<file path="src/rtl/xheep_jtag_master.sv">
// JTAG initiator driving a TAP from a command/response stream; TCK = clk_i / (2*CLK_DIV).
// Latency accept->rsp_valid is P*2*CLK_DIV+1 cycles; response holds until rsp_ready_i, no new command meanwhile.
module xheep_jtag_master #(
    parameter int MAX_LEN = 64,
    parameter int LEN_W   = 7,
    parameter int CLK_DIV = 4
) (
    input  logic               clk_i,
    input  logic               rst_ni,
    input  logic               cmd_valid_i,
    output logic               cmd_ready_o,
    input  logic [1:0]         cmd_op_i,
    input  logic [LEN_W-1:0]   cmd_len_i,
    input  logic [MAX_LEN-1:0] cmd_data_i,
    output logic               rsp_valid_o,
    input  logic               rsp_ready_i,
    output logic [MAX_LEN-1:0] rsp_data_o,
    output logic               busy_o,
    output logic               jtag_tck_o,
    output logic               jtag_tms_o,
    output logic               jtag_tdi_o,
    output logic               jtag_trst_no,
    input  logic               jtag_tdo_i
);

    localparam int DIV_W = (CLK_DIV > 1) ? $clog2(CLK_DIV) : 1;
    localparam int IDX_W = (MAX_LEN > 1) ? $clog2(MAX_LEN) : 1;

    localparam logic [1:0] OP_RESET = 2'd0;
    localparam logic [1:0] OP_IR    = 2'd1;
    localparam logic [1:0] OP_DR    = 2'd2;
    localparam logic [1:0] OP_IDLE  = 2'd3;

    typedef enum logic [2:0] {
        S_IDLE, S_TRST, S_HDR, S_RUN, S_SHIFT, S_TRL, S_RSP
    } state_e;

    state_e             state_q, state_d;
    logic [DIV_W-1:0]   div_q, div_d;
    logic [LEN_W-1:0]   cnt_q, cnt_d;
    logic [1:0]         op_q, op_d;
    logic [LEN_W-1:0]   len_q, len_d;
    logic [MAX_LEN-1:0] data_q, data_d;
    logic [MAX_LEN-1:0] rdata_q, rdata_d;
    logic               tck_q, tck_d;
    logic               tms_q, tms_d;
    logic               tdi_q, tdi_d;
    logic               trst_q, trst_d;

    logic               accept;
    logic               active;
    logic               phase_end;
    logic               tck_fall;
    logic [LEN_W-1:0]   len_clamp;
    logic [LEN_W-1:0]   hdr_last;
    logic [1:0]         op_n;
    logic [LEN_W-1:0]   len_n;
    logic [MAX_LEN-1:0] data_n;

    assign accept    = cmd_valid_i & cmd_ready_o;
    assign active    = (state_q == S_TRST) || (state_q == S_HDR) || (state_q == S_RUN) ||
                       (state_q == S_SHIFT) || (state_q == S_TRL);
    assign phase_end = active && (div_q == DIV_W'(CLK_DIV - 1));
    assign tck_fall  = phase_end && tck_q;
    assign len_clamp = (cmd_len_i > LEN_W'(MAX_LEN)) ? LEN_W'(MAX_LEN) : cmd_len_i;
    assign op_n      = accept ? cmd_op_i   : op_q;
    assign len_n     = accept ? len_clamp  : len_q;
    assign data_n    = accept ? cmd_data_i : data_q;

    always_ff @(posedge clk_i) begin
        if (!rst_ni) begin
            state_q <= S_IDLE;
            div_q   <= '0;
            cnt_q   <= '0;
            op_q    <= OP_RESET;
            len_q   <= '0;
            data_q  <= '0;
            rdata_q <= '0;
            tck_q   <= 1'b0;
            tms_q   <= 1'b1;
            tdi_q   <= 1'b0;
            trst_q  <= 1'b1;
        end else begin
            state_q <= state_d;
            div_q   <= div_d;
            cnt_q   <= cnt_d;
            op_q    <= op_d;
            len_q   <= len_d;
            data_q  <= data_d;
            rdata_q <= rdata_d;
            tck_q   <= tck_d;
            tms_q   <= tms_d;
            tdi_q   <= tdi_d;
            trst_q  <= trst_d;
        end
    end

    always_comb begin
        case (op_q)
            OP_RESET: hdr_last = LEN_W'(5);
            OP_IR:    hdr_last = LEN_W'(3);
            default:  hdr_last = LEN_W'(2);
        endcase
    end

    // Advances one TCK period per falling edge; cnt_q indexes the period within the state.
    always_comb begin
        state_d = state_q;
        cnt_d   = cnt_q;
        case (state_q)
            S_IDLE: begin
                if (accept) begin
                    cnt_d = '0;
                    case (cmd_op_i)
                        OP_RESET: state_d = S_TRST;
                        OP_IDLE:  state_d = (len_clamp == '0) ? S_RSP : S_RUN;
                        default:  state_d = (len_clamp == '0) ? S_RSP : S_HDR;
                    endcase
                end
            end
            S_TRST: begin
                if (tck_fall) begin
                    state_d = S_HDR;
                    cnt_d   = '0;
                end
            end
            S_HDR: begin
                if (tck_fall) begin
                    if (cnt_q == hdr_last) begin
                        state_d = (op_q == OP_RESET) ? S_RSP : S_SHIFT;
                        cnt_d   = '0;
                    end else begin
                        cnt_d = cnt_q + LEN_W'(1);
                    end
                end
            end
            S_SHIFT: begin
                if (tck_fall) begin
                    if (cnt_q == len_q - LEN_W'(1)) begin
                        state_d = S_TRL;
                        cnt_d   = '0;
                    end else begin
                        cnt_d = cnt_q + LEN_W'(1);
                    end
                end
            end
            S_TRL: begin
                if (tck_fall) begin
                    if (cnt_q == LEN_W'(1)) begin
                        state_d = S_RSP;
                        cnt_d   = '0;
                    end else begin
                        cnt_d = cnt_q + LEN_W'(1);
                    end
                end
            end
            S_RUN: begin
                if (tck_fall) begin
                    if (cnt_q == len_q - LEN_W'(1)) begin
                        state_d = S_RSP;
                        cnt_d   = '0;
                    end else begin
                        cnt_d = cnt_q + LEN_W'(1);
                    end
                end
            end
            S_RSP: begin
                if (rsp_ready_i) state_d = S_IDLE;
            end
            default: state_d = S_IDLE;
        endcase
    end

    // Pin values for the upcoming period are chosen from the next state/count on accept or TCK fall.
    always_comb begin
        div_d   = (active && !phase_end) ? div_q + DIV_W'(1) : '0;
        tck_d   = phase_end ? !tck_q : tck_q;
        op_d    = op_n;
        len_d   = len_n;
        data_d  = data_n;
        rdata_d = rdata_q;
        tms_d   = tms_q;
        tdi_d   = tdi_q;
        trst_d  = trst_q;
        if (accept) rdata_d = '0;
        if (tck_fall && state_q == S_SHIFT) rdata_d[cnt_q[IDX_W-1:0]] = jtag_tdo_i;
        if (accept || tck_fall) begin
            tdi_d  = 1'b0;
            trst_d = 1'b1;
            case (state_d)
                S_TRST: begin
                    tms_d  = 1'b1;
                    trst_d = 1'b0;
                end
                S_HDR: begin
                    case (op_n)
                        OP_RESET: tms_d = (cnt_d < LEN_W'(5));
                        OP_IR:    tms_d = (cnt_d < LEN_W'(2));
                        default:  tms_d = (cnt_d < LEN_W'(1));
                    endcase
                end
                S_SHIFT: begin
                    tms_d = (cnt_d == len_n - LEN_W'(1));
                    tdi_d = data_n[cnt_d[IDX_W-1:0]];
                end
                S_TRL:   tms_d = (cnt_d == '0);
                S_RUN:   tms_d = 1'b0;
                default: tms_d = tms_q;
            endcase
        end
    end

    always_comb begin
        rsp_valid_o  = (state_q == S_RSP);
        cmd_ready_o  = (state_q == S_IDLE) && !rsp_valid_o;
        busy_o       = (state_q != S_IDLE);
        rsp_data_o   = rdata_q;
        jtag_tck_o   = tck_q;
        jtag_tms_o   = tms_q;
        jtag_tdi_o   = tdi_q;
        jtag_trst_no = trst_q;
    end

endmodule

</file>
<file path="config.mk">
export PLATFORM = sky130hd
export DESIGN_NAME = xheep_jtag_master
export DESIGN_NICKNAME = d
export VERILOG_FILES = /design/src/rtl/xheep_jtag_master.sv
export SDC_FILE = /design/constraint.sdc
export NUM_CORES = 1
export LEC_CHECK = 0
export CORE_ASPECT_RATIO = 1.25
export CORE_UTILIZATION = 48
export CTS_CLUSTER_DIAMETER = 40
export CTS_CLUSTER_SIZE = 25
export DETAILED_ROUTE_END_ITERATION = 10
export HOLD_SLACK_MARGIN = 0.03
export PLACE_DENSITY = 0.77
export SYNTH_ARGS = -nofsm -noshare
export SYNTH_HDL_FRONTEND = slang
export SYNTH_SLANG_ARGS = --single-unit
</file>
<file path="constraint.sdc">
create_clock -name clk_i -period 3.3 [get_ports clk_i]
set_clock_uncertainty 0.2 [all_clocks]
set_input_delay 0.66 -clock clk_i [delete_from_list [all_inputs] [get_ports clk_i]]
set_output_delay 0.66 -clock clk_i [all_outputs]
set_load 0.01 [all_outputs]
</file>
Word-level counts from Yosys, hierarchy flattened

Index checks and enable logic that the tools add are counted.

Bits in registers: 153
Output and inout bits: 71

$add $sub $neg: 4
Order comparisons: 7
Eq/ne operators: 19
Muxes and demuxes: 41
Bitwise operators: 1
Reduce and logical (&&, ||, !) cells: 25

Operators with widths:

| kind                  | number |
|---|---|
| $mux W64              | 3 |
| $mux W7               | 10 |
| $bwmux W64            | 1 |
| $mux W3               | 13 |
| $pmux W7 S5           | 1 |
| $eq A7 B7 Y1          | 3 |
| $pmux W3 S7           | 1 |
| $eq A3 B3 Y1 const B  | 5 |
| $logic_not A7 Y1      | 2 |
| $lt A6 B7 Y1 const B  | 2 |
| $sub A7 B1 Y7 const B | 2 |
| $eq A3 B2 Y1 const B  | 4 |
| $pmux W3 S2           | 2 |
| $add A7 B1 Y7 const B | 1 |
| $eq A7 B1 Y1 const B  | 1 |
| $gt A7 B7 Y1 const B  | 1 |
| $lt A7 B1 Y1 const B  | 1 |
| $lt A7 B2 Y1 const B  | 1 |
| $lt A7 B3 Y1 const B  | 1 |
| $bmux W1 S6           | 1 |
| $demux W1 S6          | 1 |
| $eq A3 B1 Y1 const B  | 2 |
| $ge A6 B1 Y1 const B  | 1 |
| $logic_and A1 B1 Y1   | 6 |
| 16 further kinds      | 31 |

Longest topological paths before layout

Gate-level depths: netlist of run 1.

Word-level depth: 12
Gate-level depth with buffers: 16
Mapped depth without buffers: 13

Worst setup path before layout of run 1

Ideal clock, no wire load.

Path type: reg-to-reg
Start: register len_q[0]
End: register tdi_q (netlist: jtag_tdi_o)
Arrival: 3248 ps
Data required time: 2972 ps
Slack: -276 ps
Stages on the path, launching flop included: 16
Buffers on the path: 2
Cells stage by stage: dfxtp_1 > buf_4 > inv_1 > ha_1 > or4b_1 > nor4b_1 > nor4_1 > o31ai_2 > a41o_1 > buf_6 > mux2_2 > a21oi_1 > nand3_1 > o31a_1 > a211oi_1 > o31ai_1

Word-level cells in the longest chain between the ends: 8

Ends and longest elaborated chain:

| element                       | RTL line | RTL |
|---|---|---|
| start: declaration            | 42       | `logic [LEN_W-1:0] len_q, len_d;` |
| start signal: assignment      | 88       | `len_q <= len_d;` |
| $sub A7 B1 Y7 (*)             | 139, 159 |  |
| $eq A7 B7 Y1 (*)              | 139, 159 |  |
| $mux W7                       | 139, 159 |  |
| $mux W7                       | 138      | `if (tck_fall) begin` |
| $pmux W7 S5                   | 110      | `case (state_q)` |
| $bmux W1 S6                   | 204      | `tdi_d = data_n[cnt_d[IDX_W-1:0]];` |
| $mux W1 (implied by the code) | 204      |  |
| $mux W1 (*)                   | 190      | `case (state_d)` |
| end signal: assignment        | 93       | `tdi_q <= tdi_d;` |
| end: declaration              | 47       | `logic tdi_q, tdi_d;` |

Every way passes the cells marked *; elsewhere a longest branch is shown, timed or not. The select of a mux whose other input is x is not followed.
A chain may end at the register's enable or synchronous reset.

Final worst setup path of run 1

Start: register len_q[4]
End: register tdi_q (netlist: jtag_tdi_o)

The elaborated chain is that of the path after synthesis.

==> impl_metrics.env, run 1 <==
export IMPL_status="complete, but fails checks"
export IMPL_violations="setup timing"
export IMPL_track_usage_pct=30.4
export IMPL_hold_viol=0
export IMPL_drive_gt1_share_pct=18.1
export IMPL_crit_slowest_cell="or4_4"
export IMPL_maxSlewHeadroom_pct=55.6
export IMPL_drt_iter0_markers=771
export IMPL_tightestPinTransition_ps=666
export IMPL_hold_class="reg -> reg"
export IMPL_postSynth_asyncResetShare_pct=0
export IMPL_avgViaCountPerCell=5.78
export IMPL_grt_max_degree=65
export IMPL_core_um2=17400
export IMPL_start_util_pct=48.8
export IMPL_cts_path_max_buffers=2
export IMPL_ant_nets=0
export IMPL_vias=9373
export IMPL_synth_most_common_cell="nand2_1"
export IMPL_clock_sinks=153
export IMPL_dp_hpwl_mm=19.5
export IMPL_yosysSeqAreaShare_pct=36.0
export IMPL_cts_buffers=17
export IMPL_leakage_nw=4.27
export IMPL_grt_pass1_wl_mm=43.7
export IMPL_timing_rr_start="len_q[4]$_SDFF_PN0_"
export IMPL_synth_seq_cells=153
export IMPL_grt_ovfl_total=0
export IMPL_cp_required_ps=3400
export IMPL_synth_edf_count=0
export IMPL_clkTransAtPathRegs_ps=70
export IMPL_ir_drop_uv=338
export IMPL_avgSynthCellArea_um2=7.24
export IMPL_first_pass_iters=5
export IMPL_cp_start_kind="flop"
export IMPL_dp_cells=1587
export IMPL_fp_dieArea_um2=18300
export IMPL_drv_slew=0
export IMPL_syn_nets=1261
export IMPL_worstPathMaxFanout=5
export IMPL_fmax_mhz=282
export IMPL_worstSetupPathType="reg -> reg"
export IMPL_period_share_pct=108
export IMPL_maxCapViolCount=0
export IMPL_port_buffers=148
export IMPL_synth_top_area_share_pct=36.0
export IMPL_clock_latency_ps=420
export IMPL_yosys_top_cells_area="dfxtp_1 36%, nand2_1 12%, nand3_1 9.1%, a21oi_1 8.9%, clkbuf_1 3.2%"
export IMPL_critPathLaunch="len_q[4]$_SDFF_PN0_"
export IMPL_num_rows=54
export IMPL_cp_slowest_stage_delay_ps=480
export IMPL_n_fill_cell=1471
export IMPL_final_util_pct=67.6
export IMPL_chipWidth_um=121
export IMPL_r2r_slack_ps=-250
export IMPL_cp_data_arrival_time_ps=3650
export IMPL_worst_setup_path_end_kind="flop"
export IMPL_num_nets_final=1472
export IMPL_grt_pass1_vias=8652
export IMPL_remaining_drc_errors=0
export IMPL_power_density_nw_per_um2=393
export IMPL_gp_congestion=1.01
export IMPL_cts_root_buf="clkbuf_16"
export IMPL_antennaDiodeCount=0
export IMPL_h_tree_depth=4
export IMPL_design_portCount=149
export IMPL_synth_top_cell_by_area="dfxtp_1"
export IMPL_fp_dieH_um=151
export IMPL_wirelength_mm=27.7
export IMPL_ys_flop_type="dfxtp_1"
export IMPL_crit_path_cell_trace="or3_4 > or4_4 > and3_4 > o31ai_4 > a41o_1 > buf_6 > mux2_4 > o211ai_1 > o311a_1 > a31oi_1 > o2111ai_1 > o31ai_1"
export IMPL_synth_commonest_cells="280 x nand2_1, 154 x nand3_1, 153 x dfxtp_1"
export IMPL_antenna_found_initial=0
export IMPL_fin_ws_ps=-252
export IMPL_yosysUniqueCellTypes=84
export IMPL_syn_area_um2=8510
export IMPL_critical_path_top_delay_family="compound AO/OA/AOI/OAI gates"
export IMPL_setup_viol=2
export IMPL_min_from="div_q[0]$_SDFF_PN0_"
export IMPL_wl_per_cell_um=17.1
export IMPL_yosysWarnings=0
export IMPL_rsz0062_at_grt="yes"
export IMPL_netlist_instances=1175
export IMPL_cts_tree="built"
export IMPL_area_growth_pct=38.5
export IMPL_power_mw=4.63
export IMPL_finalCriticalPeriod_ps=3550
export IMPL_path_buf_inv=1
export IMPL_stdcell_count=1623
==> cell usage in the layout, fill, tap and decap left out, drive strengths merged, types with 4 or more instances in the layout <==
| master | synthesis | final |
|---|---|---|
| nor3 | 26 | 26 |
| o211ai | 7 | 7 |
| clkinvlp | 0 | 4 |
| nand2b | 6 | 6 |
| clkdlybuf4s50 | 0 | 147 |
| buf | 30 | 152 |
| clkbuf | 77 | 21 |
| or3 | 5 | 5 |
| xor2 | 9 | 9 |
| o31ai | 6 | 6 |
| o2111ai | 6 | 6 |
| dfxtp | 153 | 153 |
| nor3b | 13 | 13 |
| inv | 12 | 16 |
| a311oi | 7 | 7 |
| and3 | 10 | 10 |
| nand4 | 10 | 10 |
| nor2b | 5 | 5 |
| a221oi | 6 | 6 |
| nor2 | 51 | 51 |
| a32oi | 4 | 4 |
| mux2i | 11 | 11 |
| a31oi | 13 | 13 |
| o21ai | 23 | 23 |
| a211oi | 8 | 8 |
| and2 | 10 | 10 |
| nor4 | 8 | 8 |
| ha | 8 | 8 |
| xnor2 | 11 | 11 |
| nand2 | 281 | 281 |
| nand3 | 154 | 154 |
| a21oi | 151 | 151 |
==> worst reg2reg max path: cells and delay by family, from the launching register on <==
| kind | cells | cell delay (ps) |
|---|---|---|
| AOI/OAI and AO/OA | 7 | 1310 |
| buffers and inverters | 1 | 160 |
| DFF | 1 | 360 |
| muxes | 1 | 290 |
| and+or+nand+nor | 3 | 1110 |
==> metrics by stage <==
step | setup WS, ps | hold WS (ps) | cell area [um2] | setup TNS [ps]
global route | -350 | 253 | 11800 | -603
global placement | -469 | 221 | 11000 | -784
finish | -252 | 227 | 11800 | -356
floorplan | -118 | 208 | 8590 | -231
CTS | -217 | 235 | 11700 | -328
detailed placement | -484 | 224 | 11000 | -834
==> area by class of cell <==
| class | count | area [um2] | area share (%) |
|---|---|---|---|
| Inverter | 12 | 47.5 | 0.404 |
| Clock buffer | 21 | 470 | 3.99 |
| Tap cell | 224 | 280 | 2.38 |
| Sequential cell | 153 | 3070 | 26.1 |
| Clock inverter | 11 | 109 | 0.924 |
| Multi-Input combinational cell | 903 | 5110 | 43.4 |
| Timing Repair Buffer | 299 | 2690 | 22.9 |
==> where the power goes <==
part           switching [mW]  internal [mW]
combinational           0.399          0.340
clock                   0.815           1.11
sequential             0.0552           1.91
total                    1.27           3.36
==> state kept, by name, summed over array words and instances, names as in the netlist, 2 cells and up <==
name and count:
op_q 2, rsp_data_o 64, state_q 3, cnt_q 7
len_q 7, div_q 2, data_q 64
==> cells by family (layout without fill, tap and decap cells) <==
kind of cell    Yosys count  count (layout)  share of synthesized area [%]
flops                   153             153                           36.0
fa+ha+maj                 8               8                           1.18
mux                      14              14                           1.74
xor+xnor                 20              20                           2.15
simple gates            597             597                           32.4
buf+inv                 119             343                           6.75
compound gates          264             264                           19.8
==> per-layer routing <==
layer  routed length [um]  global-route usage, %  vias up
met5                    0                      0        -
met4                  716                   11.7        0
met3                 2270                   8.43       58
met2                13500                   51.4      385
met1                11200                   36.5     4384
li1                     -                      -     4546
==> what timing repair did <==
action                     in CTS  in global routing
resized for setup               9                 26
pin swaps                      10                 17
hold buffers                    0                  0
setup endpoints to repair       2                  2
setup buffers                   2                  2
==> path summary, 6_finish.rpt <==
check | to | cells past startpoint
hold reg to reg | div_q[0]$_SDFF_PN0_ | 1
hold / removal | div_q[0]$_SDFF_PN0_ | 1
setup reg to reg | jtag_tdi_o$_SDFFE_PN0P_ | 12
setup / recovery | jtag_tdi_o$_SDFFE_PN0P_ | 12
No activity file was read; power rests on OpenSTA's default activity.
==> run 2, diff against run 1 <==
- SLEW_MARGIN: not set -> 10
==> results of run 2 <==
The final DEF is identical to that of run 1; final timing and power are the same.
==> run 3, diff against run 2 <==
- MAX_ROUTING_LAYER: not set -> met4
- SLEW_MARGIN: 10 -> 20
- clock period: 3.3 -> 3.1 ns (I/O delays scaled with it)
==> run 3 against run 2 <==
  * The run still ends with setup timing left
  * Die area is the same
  * Wire length grew 1.3%
  * Non-clock buffer count grew 22
  * Power grew 12%
  * Count of clock-buffer cells in the layout shrank 2
  * Clock power grew 17%
  * Largest power group is now clock
  * Highest routed layer unchanged
==> impl_metrics.env, run 3 (synthesis gave the netlist of run 1 again) <==
export IMPL_status="complete, but fails checks"
export IMPL_violations="setup timing"
export IMPL_n_fill_cell=1444
export IMPL_fp_dieH_um=151
export IMPL_antenna_found_initial=0
export IMPL_core_um2=17400
export IMPL_start_util_pct=48.8
export IMPL_fmax_mhz=289
export IMPL_timing_rr_start="len_q[1]$_SDFF_PN0_"
export IMPL_num_rows=54
export IMPL_worstSetupPathType="reg -> reg"
export IMPL_layout_cells_most_common_list="277 x nand2_1, 165 x buf_4, 154 x nand3_1"
export IMPL_avgViaCountPerCell=5.79
export IMPL_wirelength_met1_mm=11.7
export IMPL_cp_start_kind="flop"
export IMPL_first_pass_iters=5
export IMPL_clock_latency_ps=420
export IMPL_grt_max_degree=64
export IMPL_tightestPinTransition_ps=715
export IMPL_maxSlewHeadroom_pct=52.3
export IMPL_ir_drop_uv=375
export IMPL_met2RoutedLength_mm=13.1
export IMPL_crit_path_cell_trace="inv_2 > ha_4 > or4b_4 > nor4b_4 > or4_4 > a31oi_4 > o2111a_2 > a221o_1 > xnor2_2 > xor2_1 > a31o_1 > o2111a_1 > o32a_1"
export IMPL_highest_layer="met4"
export IMPL_cp_required_ps=3210
export IMPL_fp_dieArea_um2=18300
export IMPL_remaining_drc_errors=0
export IMPL_wl_met3_mm=2.10
export IMPL_drive_gt1_share_pct=19.1
export IMPL_cts_hold_buffers=0
export IMPL_worst_setup_path_end_kind="flop"
export IMPL_grt_pass1_wl_mm=44.5
export IMPL_crit_slowest_cell="or4b_4"
export IMPL_dp_cells=1611
export IMPL_h_tree_depth=4
export IMPL_clkTransAtPathRegs_ps=70
export IMPL_clock_sinks=153
export IMPL_cts_buffers=17
export IMPL_track_usage_pct=31.8
export IMPL_hold_class="reg -> reg"
export IMPL_maxCapViolCount=0
export IMPL_final_common_cell="nand2_1"
export IMPL_period_share_pct=112
export IMPL_place_ws_ps=-741
export IMPL_cts_tree="built"
export IMPL_critPathLaunch="len_q[1]$_SDFF_PN0_"
export IMPL_wirelength_mm=28.1
export IMPL_cts_path_max_buffers=2
export IMPL_area_growth_pct=40.7
export IMPL_wl_per_cell_um=17.1
export IMPL_design_portCount=149
export IMPL_cp_data_arrival_time_ps=3570
export IMPL_hold_viol=0
export IMPL_chipWidth_um=121
export IMPL_rsz0062_at_grt="yes"
export IMPL_worstPathMaxFanout=5
export IMPL_critical_path_top_delay_family="compound AO/OA/AOI/OAI gates"
export IMPL_gp_congestion=0.927
export IMPL_ant_nets=0
export IMPL_fin_tns_setup_ps=-716
export IMPL_path_buf_inv=1
export IMPL_fin_ws_ps=-362
export IMPL_finalCriticalPeriod_ps=3460
export IMPL_dp_hpwl_mm=20.0
export IMPL_num_nets_final=1494
export IMPL_cts_root_buf="clkbuf_16"
export IMPL_port_buffers=148
export IMPL_cp_slowest_stage_delay_ps=470
export IMPL_antennaDiodeCount=0
export IMPL_stdcell_count=1645
export IMPL_grt_pass1_vias=8829
export IMPL_leakage_nw=4.41
export IMPL_grt_ovfl_total=0
export IMPL_vias=9530
export IMPL_drv_slew=0
export IMPL_drt_iter0_markers=678
export IMPL_setup_viol=2
export IMPL_power_mw=5.16
export IMPL_min_from="div_q[0]$_SDFF_PN0_"
export IMPL_power_density_nw_per_um2=432
==> run 3: changes by cell type in the layout (fill, tap and decap cells not counted), sizes merged <==
| cell | before | now |
|---|---|---|
| bufinv | 1 | 4 |
| inv | 16 | 15 |
| clkinvlp | 4 | 3 |
| clkbuf | 21 | 19 |
| buf | 152 | 174 |
| clkinv | 2 | 3 |
==> run 3: layout make-up <==
cell class                 count  area, um2  area share (%)
tap                          224        280            2.34
inverter                      12       47.5           0.397
clock inverter                13        191            1.60
multi-input combinational    903       5100            42.6
sequential                   153       3070            25.6
clock buffer                  19        443            3.70
timing repair buffer         321       2840            23.7
==> run 3: where the power goes <==
group | internal [mW] | leakage [nW] | switching (mW)
Clock | 1.38 | 0.301 | 0.867
Combinational | 0.390 | 2.86 | 0.433
Sequential | 2.04 | 1.24 | 0.0571
Total | 3.81 | 4.41 | 1.36
==> run 3: metal layers <==
layer | track usage (%) | vias to the layer above
li1 | - | 4583
met1 | 38.6 | 4484
met2 | 50.2 | 386
met3 | 6.51 | 77
met4 | 15.4 | 0
met5 | - | -
==> run 3: metrics by stage <==
stage | util, % | hold WS [ps] | area (um2)
floorplan | - | 208 | 8600
global placement | 64.2 | 215 | 11200
detailed placement | 64.2 | 226 | 11200
CTS | 68.2 | 237 | 11900
global route | 68.6 | 274 | 12000
finish | 68.6 | 233 | 12000
==> run 3: repair_timing <==
| item | CTS | global route |
|---|---|---|
| setup buffers | 1 | 1 |
| resized for setup | 18 | 14 |
| endpoints found under the setup margin | 2 | 2 |
| pin swaps | 12 | 12 |
==> run 3: worst paths after layout <==
| path | end | slack (ps) | cells after the start |
|---|---|---|---|
| max | jtag_tms_o$_SDFFE_PN1P_ | -360 | 13 |
| min | div_q[0]$_SDFF_PN0_ | 230 | 1 |
| max reg2reg | jtag_tms_o$_SDFFE_PN1P_ | -360 | 13 |
| min reg2reg | div_q[0]$_SDFF_PN0_ | 230 | 1 |
